## config.mk

```make
export PLATFORM = sky130hd
export DESIGN_NAME = instruction_encoder
export DESIGN_NICKNAME = d
export VERILOG_FILES = /design/src/rtl/rv32_pkg.sv /design/src/rtl/instruction_encoder_imm_packer.sv /design/src/rtl/instruction_encoder.sv
export SDC_FILE = /design/constraint.sdc
export NUM_CORES = 1
export LEC_CHECK = 0
export ABC_CLOCK_PERIOD_IN_PS = 4100
export BUFFER_PORTS_ARGS = -buffer_cell sky130_fd_sc_hd__clkbuf_2
export CAP_MARGIN = 5
export CORE_MARGIN = 2
export CORE_UTILIZATION = 45
export CTS_CLUSTER_DIAMETER = 50
export DETAILED_ROUTE_END_ITERATION = 12
export PLACE_DENSITY = 0.71
export SYNTH_ARGS = -nofsm -noshare
export SYNTH_HDL_FRONTEND = slang
export SYNTH_SLANG_ARGS = --single-unit
```

## constraint.sdc

```tcl
create_clock -name clk -period 4.1 [get_ports clk]
set_clock_uncertainty 0.2 [all_clocks]
set_input_delay 1.23 -clock clk [delete_from_list [all_inputs] [get_ports clk]]
set_output_delay 1.23 -clock clk [all_outputs]
set_load 0.005 [all_outputs]
```

## src/rtl/rv32_pkg.sv

```systemverilog
// Shared RV32I encoding types, opcode constants and range helpers.
package rv32_pkg;

  typedef enum logic [2:0] {
    FMT_R = 3'd0,
    FMT_I = 3'd1,
    FMT_S = 3'd2,
    FMT_B = 3'd3,
    FMT_U = 3'd4,
    FMT_J = 3'd5
  } fmt_e;

  typedef enum logic [1:0] {
    ST_IDLE  = 2'd0,
    ST_RUN   = 2'd1,
    ST_DRAIN = 2'd2,
    ST_DONE  = 2'd3
  } enc_state_e;

  localparam logic [6:0] OP_LUI    = 7'h37;
  localparam logic [6:0] OP_AUIPC  = 7'h17;
  localparam logic [6:0] OP_JAL    = 7'h6F;
  localparam logic [6:0] OP_JALR   = 7'h67;
  localparam logic [6:0] OP_BRANCH = 7'h63;
  localparam logic [6:0] OP_LOAD   = 7'h03;
  localparam logic [6:0] OP_STORE  = 7'h23;
  localparam logic [6:0] OP_OPIMM  = 7'h13;
  localparam logic [6:0] OP_OP     = 7'h33;

  localparam logic [31:0] NOP = 32'h0000_0013;

  // True when every bit above 'top' equals bit 'top', i.e. the value is a
  // correctly sign-extended (top+1)-bit two's complement number.
  function automatic logic imm_fits(input logic [31:0] imm, input int unsigned top);
    logic ok;
    ok = 1'b1;
    for (int i = 0; i < 32; i++) begin
      if ((i > int'(top)) && (imm[i] != imm[top])) ok = 1'b0;
    end
    return ok;
  endfunction

endpackage

```

## src/rtl/instruction_encoder_imm_packer.sv

```systemverilog
// Combinational packer: decoded fields plus immediate -> 32-bit RV32I word,
// with a flag when the immediate cannot be represented in its format.
module imm_packer
  import rv32_pkg::*;
(
  input  logic [2:0]  fmt,
  input  logic [6:0]  opcode,
  input  logic [4:0]  rd,
  input  logic [4:0]  rs1,
  input  logic [4:0]  rs2,
  input  logic [2:0]  funct3,
  input  logic [6:0]  funct7,
  input  logic [31:0] imm,
  output logic [31:0] instr,
  output logic        err
);

  // Select the bit layout for the format and apply its range rule.
  always_comb begin
    instr = NOP;
    err   = 1'b1;
    case (fmt)
      FMT_R: begin
        instr = {funct7, rs2, rs1, funct3, rd, opcode};
        err   = 1'b0;
      end
      FMT_I: begin
        instr = {imm[11:0], rs1, funct3, rd, opcode};
        err   = !imm_fits(imm, 11);
      end
      FMT_S: begin
        instr = {imm[11:5], rs2, rs1, funct3, imm[4:0], opcode};
        err   = !imm_fits(imm, 11);
      end
      FMT_B: begin
        instr = {imm[12], imm[10:5], rs2, rs1, funct3, imm[4:1], imm[11], opcode};
        err   = !imm_fits(imm, 12) || imm[0];
      end
      FMT_U: begin
        instr = {imm[31:12], rd, opcode};
        err   = (imm[11:0] != 12'd0);
      end
      FMT_J: begin
        instr = {imm[20], imm[10:1], imm[11], imm[19:12], rd, opcode};
        err   = !imm_fits(imm, 20) || imm[0];
      end
      default: begin
        instr = NOP;
        err   = 1'b1;
      end
    endcase
  end

endmodule

```

## src/rtl/instruction_encoder.sv

```systemverilog
// Streams a programmed number of encoded RV32I words to sequential word
// addresses through a single registered valid/ready output stage.
module instruction_encoder
  import rv32_pkg::*;
#(
  parameter int ADDR_W = 32,
  parameter int CNT_W  = 16
) (
  input  logic              clk,
  input  logic              rst,
  input  logic              start,
  input  logic [ADDR_W-1:0] base_addr,
  input  logic [CNT_W-1:0]  num_instr,
  input  logic              in_valid,
  output logic              in_ready,
  input  logic [2:0]        in_fmt,
  input  logic [6:0]        in_opcode,
  input  logic [4:0]        in_rd,
  input  logic [4:0]        in_rs1,
  input  logic [4:0]        in_rs2,
  input  logic [2:0]        in_funct3,
  input  logic [6:0]        in_funct7,
  input  logic [31:0]       in_imm,
  output logic              out_valid,
  input  logic              out_ready,
  output logic [31:0]       out_instr,
  output logic [ADDR_W-1:0] out_addr,
  output logic              out_err,
  output logic              busy,
  output logic              done,
  output logic [CNT_W-1:0]  err_count
);

  enc_state_e        state_q, state_d;
  logic [ADDR_W-1:0] addr_q, addr_d;
  logic [CNT_W-1:0]  remaining_q, remaining_d;
  logic [CNT_W-1:0]  err_count_q, err_count_d;
  logic              out_valid_q, out_valid_d;
  logic [31:0]       out_instr_q, out_instr_d;
  logic [ADDR_W-1:0] out_addr_q, out_addr_d;
  logic              out_err_q, out_err_d;

  logic [31:0] pack_instr;
  logic        pack_err;
  logic        accept;
  logic        out_hs;

  imm_packer u_packer (
    .fmt    (in_fmt),
    .opcode (in_opcode),
    .rd     (in_rd),
    .rs1    (in_rs1),
    .rs2    (in_rs2),
    .funct3 (in_funct3),
    .funct7 (in_funct7),
    .imm    (in_imm),
    .instr  (pack_instr),
    .err    (pack_err)
  );

  assign in_ready  = (state_q == ST_RUN) && (remaining_q != '0) && (!out_valid_q || out_ready);
  assign accept    = in_valid && in_ready;
  assign out_hs    = out_valid_q && out_ready;
  assign out_valid = out_valid_q;
  assign out_instr = out_instr_q;
  assign out_addr  = out_addr_q;
  assign out_err   = out_err_q;
  assign busy      = (state_q != ST_IDLE);
  assign done      = (state_q == ST_DONE);
  assign err_count = err_count_q;

  // Next-state, counters and output-stage load/drain.
  always_comb begin
    state_d     = state_q;
    addr_d      = addr_q;
    remaining_d = remaining_q;
    err_count_d = err_count_q;
    out_valid_d = out_valid_q;
    out_instr_d = out_instr_q;
    out_addr_d  = out_addr_q;
    out_err_d   = out_err_q;

    // A drained word frees the stage; a same-cycle accept refills it below.
    if (out_hs) out_valid_d = 1'b0;

    unique case (state_q)
      ST_IDLE: begin
        if (start) begin
          addr_d      = base_addr;
          remaining_d = num_instr;
          err_count_d = '0;
          state_d     = (num_instr == '0) ? ST_DONE : ST_RUN;
        end
      end
      ST_RUN: begin
        if (accept) begin
          out_valid_d = 1'b1;
          out_instr_d = pack_instr;
          out_addr_d  = addr_q;
          out_err_d   = pack_err;
          addr_d      = addr_q + ADDR_W'(4);
          remaining_d = remaining_q - CNT_W'(1);
          if (pack_err && (err_count_q != '1)) err_count_d = err_count_q + CNT_W'(1);
          if (remaining_q == CNT_W'(1)) state_d = ST_DRAIN;
        end
      end
      ST_DRAIN: begin
        if (!out_valid_q || out_ready) state_d = ST_DONE;
      end
      ST_DONE: begin
        state_d = ST_IDLE;
      end
      default: state_d = ST_IDLE;
    endcase
  end

  // State and datapath registers; reset clears everything including the
  // pending output so an aborted run leaves nothing behind.
  always_ff @(posedge clk) begin
    if (rst) begin
      state_q     <= ST_IDLE;
      addr_q      <= '0;
      remaining_q <= '0;
      err_count_q <= '0;
      out_valid_q <= 1'b0;
      out_instr_q <= '0;
      out_addr_q  <= '0;
      out_err_q   <= 1'b0;
    end else begin
      state_q     <= state_d;
      addr_q      <= addr_d;
      remaining_q <= remaining_d;
      err_count_q <= err_count_d;
      out_valid_q <= out_valid_d;
      out_instr_q <= out_instr_d;
      out_addr_q  <= out_addr_d;
      out_err_q   <= out_err_d;
    end
  end

endmodule

```

Yosys cells after proc, flatten, opt, wreduce, memory -nomap -nowiden --
Index checks and enable logic that the tools add are counted.
Word-level totals: register bits 132, bits of input ports 120, output and inout bits 85, word-level logic and storage cells 175
Operators by class: add/subtract/negate cells 3, equality and inequality tests 65, mux-type cells 75, reductions and logical operators 24
Operators by type and width (count):
- $pmux 32 s6 | 1
- $mux 16 | 5
- $mux 32 | 2
- $pmux 16 s2 | 2
- $pmux 32 s2 | 1
- $mux 1 | 57
- $ne 1x1->1 | 50
- $add 32x3->32 const B | 1
- $add 16x1->16 const B | 1
- $eq 16x1->1 const B | 1
- $logic_not 16->1 | 1
- $ne 16x16->1 const B | 1
- $reduce_bool 16->1 | 1
- $sub 16x1->16 const B | 1
- $reduce_bool 12->1 | 1
- $mux 2 | 5
- $pmux 2 s4 | 1
- $reduce_and 4->1 | 2
- $eq 3x2->1 const B | 2
- $eq 3x3->1 const B | 2
- $ne 2x2->1 const B | 3
- $pmux 1 s6 | 1
- $logic_and 1x1->1 | 5
- $logic_not 1->1 | 5
- other kinds (10) | 15

Depth between registers and ports, before layout --
Gate-level depths: netlist (run 1).
word-level depth 28, gate-level depth with buffers 11, depth with buffers taken out 9

Cells and area by module --
A second synthesis (run 1) with hierarchy kept.
Unflattened totals: cells, all modules 1009, area, all modules 7343.3 µm²
Modules (own cells, without submodules):
- instruction_encoder | instances 1, cells each 877, area an instance 6542.5 µm², seq. area each 2642.5 µm²
- imm_packer | instances 1, cells each 132, area an instance 800.8 µm², seq. area each 0.0 µm²

Least setup slack after synthesis (run 1) --
OpenSTA, ideal clock, no wires.
path kind in2reg, from input port in_imm[25], to register err_count_q[6], in the netlist err_count[6], setup time 0.115 ns, arrival time 3.009 ns, data required time 3.785 ns, setup slack 0.776 ns, stages 9, path buffers 1, cell sequence or4_1 -> nor3_1 -> a21oi_1 -> o31ai_2 -> a21boi_1 -> o21ai_2 -> buf_4 -> nor4_1 -> o21a_1
On the way: cells in the longest elaborated chain, start to end 15, elaborated cells between the ends (all ways) 38, classes of those cells eq/ne (4); mux (26); reduce/logical (8)
Ends and longest elaborated chain:
- start: declaration | RTL line instruction_encoder.sv:23 | input logic [31:0] in_imm,
- $ne 1x1->1 | RTL line rv32_pkg.sv:38 | if ((i > int'(top)) && (imm[i] != imm[top])) ok = 1'b0;
- $mux 1 (7 in a row) | RTL line rv32_pkg.sv:38
- $mux 1 | RTL line instruction_encoder_imm_packer.sv:22 | case (fmt)
- $logic_not 1->1 (on tied branches) | RTL line instruction_encoder_imm_packer.sv:45, instruction_encoder_imm_packer.sv:37
- $logic_or 1x1->1 (on tied branches) | RTL line instruction_encoder_imm_packer.sv:45, instruction_encoder_imm_packer.sv:37
- $pmux 1 s6 * | RTL line instruction_encoder_imm_packer.sv:22
- $logic_and 1x1->1 * | RTL line instruction_encoder.sv:103 | if (pack_err && (err_count_q != '1)) err_count_d = err_count_q + CNT_W'(1);
- $ne 2x1->1 (no source line) *
- $reduce_and 4->1 (no source line) *
- end signal: assignment | RTL line instruction_encoder.sv:133 | err_count_q <= err_count_d;
- end: declaration | RTL line instruction_encoder.sv:37 | logic [CNT_W-1:0] err_count_q, err_count_d;
Every way passes the cells marked *; elsewhere a longest branch is shown, timed or not. The select of a mux whose other input is x is not followed. A chain may end at the register's enable or synchronous reset.

Worst setup path in the final report (run 1) --
from register remaining_q[8], to output port in_ready
On the way: cells in the longest elaborated chain, start to end 3
Ends and longest elaborated chain:
- start: declaration | RTL line instruction_encoder.sv:36 | logic [CNT_W-1:0] remaining_q, remaining_d;
- start signal: assignment | RTL line instruction_encoder.sv:132 | remaining_q <= remaining_d;
- $reduce_bool 16->1 | RTL line instruction_encoder.sv:61 | assign in_ready = (state_q == ST_RUN) && (remaining_q != '0) && (!out_valid_q || out_ready);
- $logic_and 1x1->1 (2 in a row) | RTL line instruction_encoder.sv:61
- end: declaration | RTL line instruction_encoder.sv:15 | output logic in_ready,
Every way passes these cells.

==> key figures, run 1 <==
Run status
  • Outcome: completed

Setup path
  • Worst Setup Path Type: register to primary output
  • Critical Path, Cell by Cell: nor3_1 > nand4_1 > o21ai_1 > nor2_1 > clkbuf_2
  • Delay-heaviest family, CP: simple AND/OR/NAND/NOR gates
  • CP Max Fanout: 6
  • CP max-delay cell: o21ai_1
  • Startpoint Class: register
  • Crit path largest cell delay: 400 ps
  • CP arrival: a little under 2000 ps
  • Critical path data required time: approximately 2700 ps
  • Worst Setup End Kind: primary output
  • Crit path buf inv count: 1

Global routing
  • Global-route wire length before repair: roughly 33000 um
  • Gr ovfl total: 0
  • Largest net degree at the start of global routing: 71
  • Initial antenna violation count: 1
  • GR Util met1: 0.3411
  • M2 GR Usage: 0.3869
  • Met3 usage: 0.06010
  • Busiest grt layer: met2
  • All-Layer GR Usage: 0.2484
  • Vias in the first global route: between 6000 and 7000

Pwr
  • Peak VDD IR: 0.3668 mV
  • Pwr Total: about 6000 uW
  • Pleak: 0.003478 uW
  • Pwr Density: 682.8 nW/um^2

STA
  • Slew headroom: 0.3329
  • Setup TNS: 0 ps
  • Period minus WS final: between 3000 and 4000 ps
  • Final worst slack: 676.6 ps
  • Worst hold slack: 246.7 ps
  • Pins Over Slew Limit: 0
  • Fmax achieved: 292.1 MHz
  • Hold Vio Cnt, Final: 0
  • Least-Margin Pin Slew: 996.3 ps
  • RSZ-0062 raised after global routing: false
  • Endpoints failing setup: 0
  • Final period util: 0.8350

Yosys
  • Top_reg_cell synth: dfxtp_1
  • Yosys reg bits: 132
  • Synth async-reset ratio: 0
  • Ranking of synthesized cells by area: dfxtp_1, nand2_1, a21oi_1
  • Mapped cell area: approximately 7000 sq um
  • Synthesized Nets: 1048
  • Cell taking the most area after synthesis: dfxtp_1
  • Number of flops mapped to enable cells by yosys: 0
  • Post-synth top area share: 0.3820
  • Synth cell types: 65
  • Synth warnings: 0
  • Syn_area_per_cell: 7.528 sq um
  • Seq/Total Area, Yosys: 0.3820
  • Cells after synthesis: 919

Final layout
  • Commonest non-fill, non-tap cell in the layout: clkbuf_2
  • Share of layout cells above drive strength 1: 0.2428
  • Area Overhead vs Synth: 26.04%
  • Fill cell count: 1449
  • Leading cell types in the layout, fill and taps excluded: clkbuf_2, nand2_1, dfxtp_1
  • Number of nets in the layout: approximately 1200
  • Number of diodes: 0
  • Fin util: 0.5779

Detailed routing
  • Routed WL: 20590 um
  • Detail Route Antenna Nets: 0
  • Initial DRC count: approximately 570
  • Vias per Instance: 5.738
  • DRC errors left: 0
  • Via count: 7413
  • Drt first pass iters: 5
  • Wire per inst: 15.94 um

Place
  • Dpl ws: 326.1 ps
  • IO Port Bufs: around 200
  • Final GP Congestion: 0.9156
  • Dpl hpwl: 14810 um

Min path
  • Hold Crit Class: register to register

Job
  • Maxcap violations: 0

Floorplan
  • # rows: 45
  • Total core area: 15090 sq um
  • Die span in y: 128.0 um
  • Ports: 205
  • Die area: 16380 sq um
  • Die width: 128.0 um
  • Initial Util: 0.4585

Clock network
  • Worst-Skew Late Latency: around 410 ps
  • Setup Fix Bufs, Post-CTS: 0
  • CTS Buf Count: 17
  • H-tree Lvls: 4
  • Cts-stage hold buffer count: 0
  • Root Driver: clkbuf_16
  • TritonCTS clock tree: built
  • CTS Buffer Depth: 2
  • Sink Count: roughly 130
  • Clk slew on worst S/H paths: 60 ps
  • CTS resizes: 0
[tightest hold or removal path: cells and delay by family (launching register included)]
kind | cells | cell delay [ps]
flip-flops | 1 | 310
AND/OR/NAND/NOR | 1 | 50
AO/OA/AOI/OAI | 1 | 50
[registers in the layout, indices dropped and copies added, names as in the netlist]
name and count:
err_count 16, state_q 2, out_addr 32, out_valid 1
out_instr 32, addr_q 32, remaining_q 16, out_err 1
[worst paths after layout]
kind | slack (ps) | depth (start not counted) | start | end
worst max-delay path | 680 | 5 | remaining_q[8]$_SDFFE_PP0P_ | in_ready
worst min register to register | 250 | 2 | addr_q[1]$_SDFFE_PP0P_ | out_addr[1]$_SDFFE_PP0P_
worst max register to register | 1190 | 8 | err_count[4]$_SDFFE_PP0P_ | err_count[6]$_SDFFE_PP0P_
worst min-delay path | 250 | 2 | addr_q[1]$_SDFFE_PP0P_ | out_addr[1]$_SDFFE_PP0P_
[kinds of logic (layout without fill, tap and decap cells)]
kind of cell,after synthesis,in the layout,synth area share
AND/OR/NAND/NOR,397,397,0.2697
AO/OA/AOI/OAI,277,277,0.2610
flip-flops,132,132,0.3820
buffers and inverters,88,273,0.04956
XOR/XNOR,10,10,0.01266
adder cells (fa/ha/maj),9,9,0.01628
multiplexers,6,6,0.008863
[synthesized netlist by cell type (6+ instances only)]
master / count
buf_1: 8
nor3_1: 28
a21o_1: 7
a22oi_1: 28
nand4_1: 16
o221ai_1: 15
nor4_1: 11
nand3_1: 23
ha_1: 9
a31oi_1: 6
nand2b_1: 11
o22ai_1: 6
nand2_1: 157
o211ai_1: 6
inv_1: 23
clkbuf_1: 50
or4_1: 10
a21oi_1: 79
o31ai_1: 13
o21ai_1: 9
nor2_1: 91
dfxtp_1: 132
o21ai_0: 43
a211oi_1: 31
nand3b_1: 9
or3_1: 9
[metal layers]
metal	part of all wire	up-vias	wire [um]
met3	0.062	37	1272
met5	0.00063	-	13
li1	-	3696	-
met1	0.46	3428	9515
met2	0.45	250	9364
met4	0.020	2	422
[final cells by class]
class,count,area (sq um),share of cell area
Clock inverter,13,230.2,0.02640
Timing Repair Buffer,217,1146,0.1314
Sequential cell,132,2643,0.3031
Clock buffer,19,432.9,0.04965
Multi-Input combinational cell,699,3943,0.4521
Inverter,24,90.09,0.01033
Tap cell,188,235.2,0.02698
[power breakdown]
part	internal [uW]	leakage [uW]	switching, uW	total [uW]
clock network	1140	0.000314	572	1710
logic	862	0.00209	1470	2330
registers	1600	0.00108	305	1910
total	3600	0.00348	2350	5950
[per-stage QoR]
step / area [sq um] / instances
2_1_floorplan: 6918 / 919
3_3_place_gp: 8056 / 1260
3_5_place_dp: 8056 / 1260
4_1_cts: 8720 / 1292
5_1_grt: 8720 / 1292
6_report: 8720 / 1292
(Power assumes the default switching activity.)
==> run 2, diff against run 1 <==
- ABC_CLOCK_PERIOD_IN_PS: 4100 -> 2840
- PLACE_DENSITY: 0.71 -> 0.74
- clock period: 4.1 -> 2.84 ns (I/O delays scaled with it)
==> run 2 against run 1 <==
  * Global-route usage increased by 0.80 points
  * Cell area up 4.4%
  * Cell count rose by 3.9%
  * Sequential cell count did not move
==> key figures, run 2 (synthesis results as in run 1) <==
Setup path
  • R2R depth: 9 (+1)
  • Startpoint Class: register
  • RR Startpoint: addr_q[3]$_SDFFE_PP0P_
  • Flop2flop setup slack: 220 ps (-970 ps)
  • Worst Setup Path Type: register to primary output
  • Worst Setup End Kind: primary output
  • CP Max Fanout: 6 (unchanged)
  • FF-to-FF End: addr_q[30]$_SDFFE_PP0P_
  • Critical path data required time: 1790 ps (-880 ps)
  • CP arrival: 1700 ps (-290 ps)

Floorplan
  • Total core area: 15090 sq um (unchanged)
  • Die span in y: 128.0 um (unchanged)
  • Die width: 128.0 um (unchanged)
  • Die area: 16380 sq um (unchanged)
  • Initial Util: 0.4585 (unchanged)
  • Ports: 205 (unchanged)
  • # rows: 45 (unchanged)

Min path
  • Hold EP: out_instr[3]$_SDFFE_PP0P_
  • HP Start: out_instr[3]$_SDFFE_PP0P_
  • Hold Crit Class: register to register
  • Hold path cells: 2 (unchanged)

Pwr
  • Flop pwr share: 0.318 (-0.002)
  • Peak VDD IR: 0.5682 mV (+55%)
  • Comb pwr share: 0.428 (+0.036)
  • Internal power: 5108 uW (+42%)
  • Pwr Density: 945.6 nW/um^2 (+38%)
  • Pleak: 0.003702 uW (+6.4%)
  • Net Sw Frac: 0.4066 (+0.01204)
  • Pwr Total: 8609 uW (+45%)
  • Clock share of power: 0.254 (-0.034)
  • Net Switching: 3501 uW (+49%)

Clock network
  • Cts-stage hold buffer count: 0 (unchanged)
  • Clk slew on worst S/H paths: 60 ps (about the same)
  • TritonCTS clock tree: built
  • Worst-Skew Late Latency: 420 ps (about the same)
  • Root Driver: clkbuf_16
  • H-tree Lvls: 4 (unchanged)
  • CTS Buf Count: 17 (unchanged)
  • CTS Buffer Depth: 2 (unchanged)
  • Sink Count: 132 (unchanged)

STA
  • Slew headroom: 0.5449 (+0.2120)
  • Setup TNS: 0 ps (unchanged)
  • Least-Margin Pin Slew: 682.7 ps (-313.6 ps)
  • Worst hold slack: 252.6 ps (+5.882 ps)
  • Period minus WS final: 2753 ps
  • Final period util: 0.9693
  • Hold Vio Cnt, Final: 0 (unchanged)
  • RSZ-0062 raised after global routing: false
  • Endpoints failing setup: 0 (unchanged)
  • Pins Over Slew Limit: 0 (unchanged)
  • Fmax achieved: 363.3 MHz

Detailed routing
  • Via count: 7662 (+3.4%)
  • Wire per inst: 15.96 um (+0.17%)
  • Detail Route Antenna Nets: 0 (unchanged)
  • Vias per Instance: 5.709 (-0.49%)
  • Drt first pass iters: 6 (+1)
  • Initial DRC count: 562 (-1.1%)
  • DRC errors left: 0 (unchanged)
  • Routed WL: 21420 um (+4.1%)

Place
  • IO Port Bufs: 204 (unchanged)
  • Dpl hpwl: 15340 um (+3.5%)
  • Final GP Congestion: 0.9948 (+8.7%)

Final layout
  • Number of nets in the layout: 1270 (+4.1%)
  • Area Overhead vs Synth: 31.60%
  • Number of diodes: 0 (unchanged)
  • Commonest non-fill, non-tap cell in the layout: clkbuf_2
  • Share of layout cells above drive strength 1: 0.2842 (+0.04148)
  • Leading cell types in the layout, fill and taps excluded: clkbuf_2, nand2_1, dfxtp_1

Global routing
  • Global-route wire length before repair: 33800 um (+2.9%)
  • Gr ovfl total: 0 (unchanged)
  • Largest net degree at the start of global routing: 76 (+7.0%)
  • Initial antenna violation count: 0 (-1)
  • Vias in the first global route: 6929 (+5.6%)
  • All-Layer GR Usage: 0.2564 (+0.007968)

Run status
  • Outcome: completed

Job
  • Maxcap violations: 0 (unchanged)
==> run 2: changes by cell type in the layout (fill, tap and decap cells not counted), sizes merged <==
cell / before / now
buf: 14 / 64
bufinv: 6 / 2
clkbuf: 222 / 223
clkinv: 3 / 6
clkinvlp: 3 / 4
inv: 25 / 24
==> run 2: what timing repair did <==
action / 4_1_cts / 5_1_grt
setup endpoints to repair: 1 / 2
gates resized for setup: 5 / 2
pin swaps: 2 / 1
buffers inserted: 1 / 1
==> run 2: stage by stage <==
step / instances / area, sq um / setup WS [ps] / utilization
detailed placement: 1308 / 8473 / -266.2 / 0.5615
global placement: 1308 / 8473 / -219.1 / 0.5615
global route: 1342 / 9104 / 1.715 / 0.6033
finish: 1342 / 9104 / 87.30 / 0.6033
floorplan: 919 / 6940 / -41.50 / -
CTS: 1341 / 9092 / 37.05 / 0.6026
==> run 2: worst max-delay path, cell delays in order (launching register included) <==
cell	delay [ps]
dfxtp_1	360
nor3_2	270
nand4_1	240
o21ai_4	210
nor2_1	90
clkbuf_2	110
==> run 2: worst max path at each step <==
stage,start,end,slack [ps],cells after the start
after floorplan,in_imm[30],err_count[6]$_SDFFE_PP0P_,-40,9
after global placement,in_imm[30],err_count[14]$_SDFFE_PP0P_,-220,10
after detailed placement,in_imm[29],err_count[14]$_SDFFE_PP0P_,-270,10
after CTS,remaining_q[4]$_SDFFE_PP0P_,in_ready,40,5
after global routing,remaining_q[8]$_SDFFE_PP0P_,in_ready,2,5
final,remaining_q[8]$_SDFFE_PP0P_,in_ready,90,5
==> run 2: metal layers <==
layer,share of wire,GRT usage,vias up
li1,-,-,3786
met1,0.43,0.3146,3574
met2,0.48,0.4420,265
met3,0.060,0.05175,37
met4,0.024,0.1002,0
met5,0,0,-
==> run 2: layout make-up <==
| cell class | count | area (sq um) |
|---|---|---|
| clock inverters | 12 | 131.4 |
| flip-flops and latches | 132 | 2643 |
| multi-input cells | 699 | 3989 |
| inverters | 24 | 90.09 |
| fillers | 1431 | 5986 |
| clock buffers | 20 | 456.7 |
| well taps | 188 | 235.2 |
| repair buffers | 267 | 1559 |
==> run 2: power groups by stage <==
stage               logic [uW]  registers (uW)  clock network (uW)
floorplan                 2470            2690                   0
global placement          3510            2750                   0
detailed placement        3580            2760                   0
CTS                       3660            2730                2220
global route              4100            2800                2290
finish                    3680            2740                2190
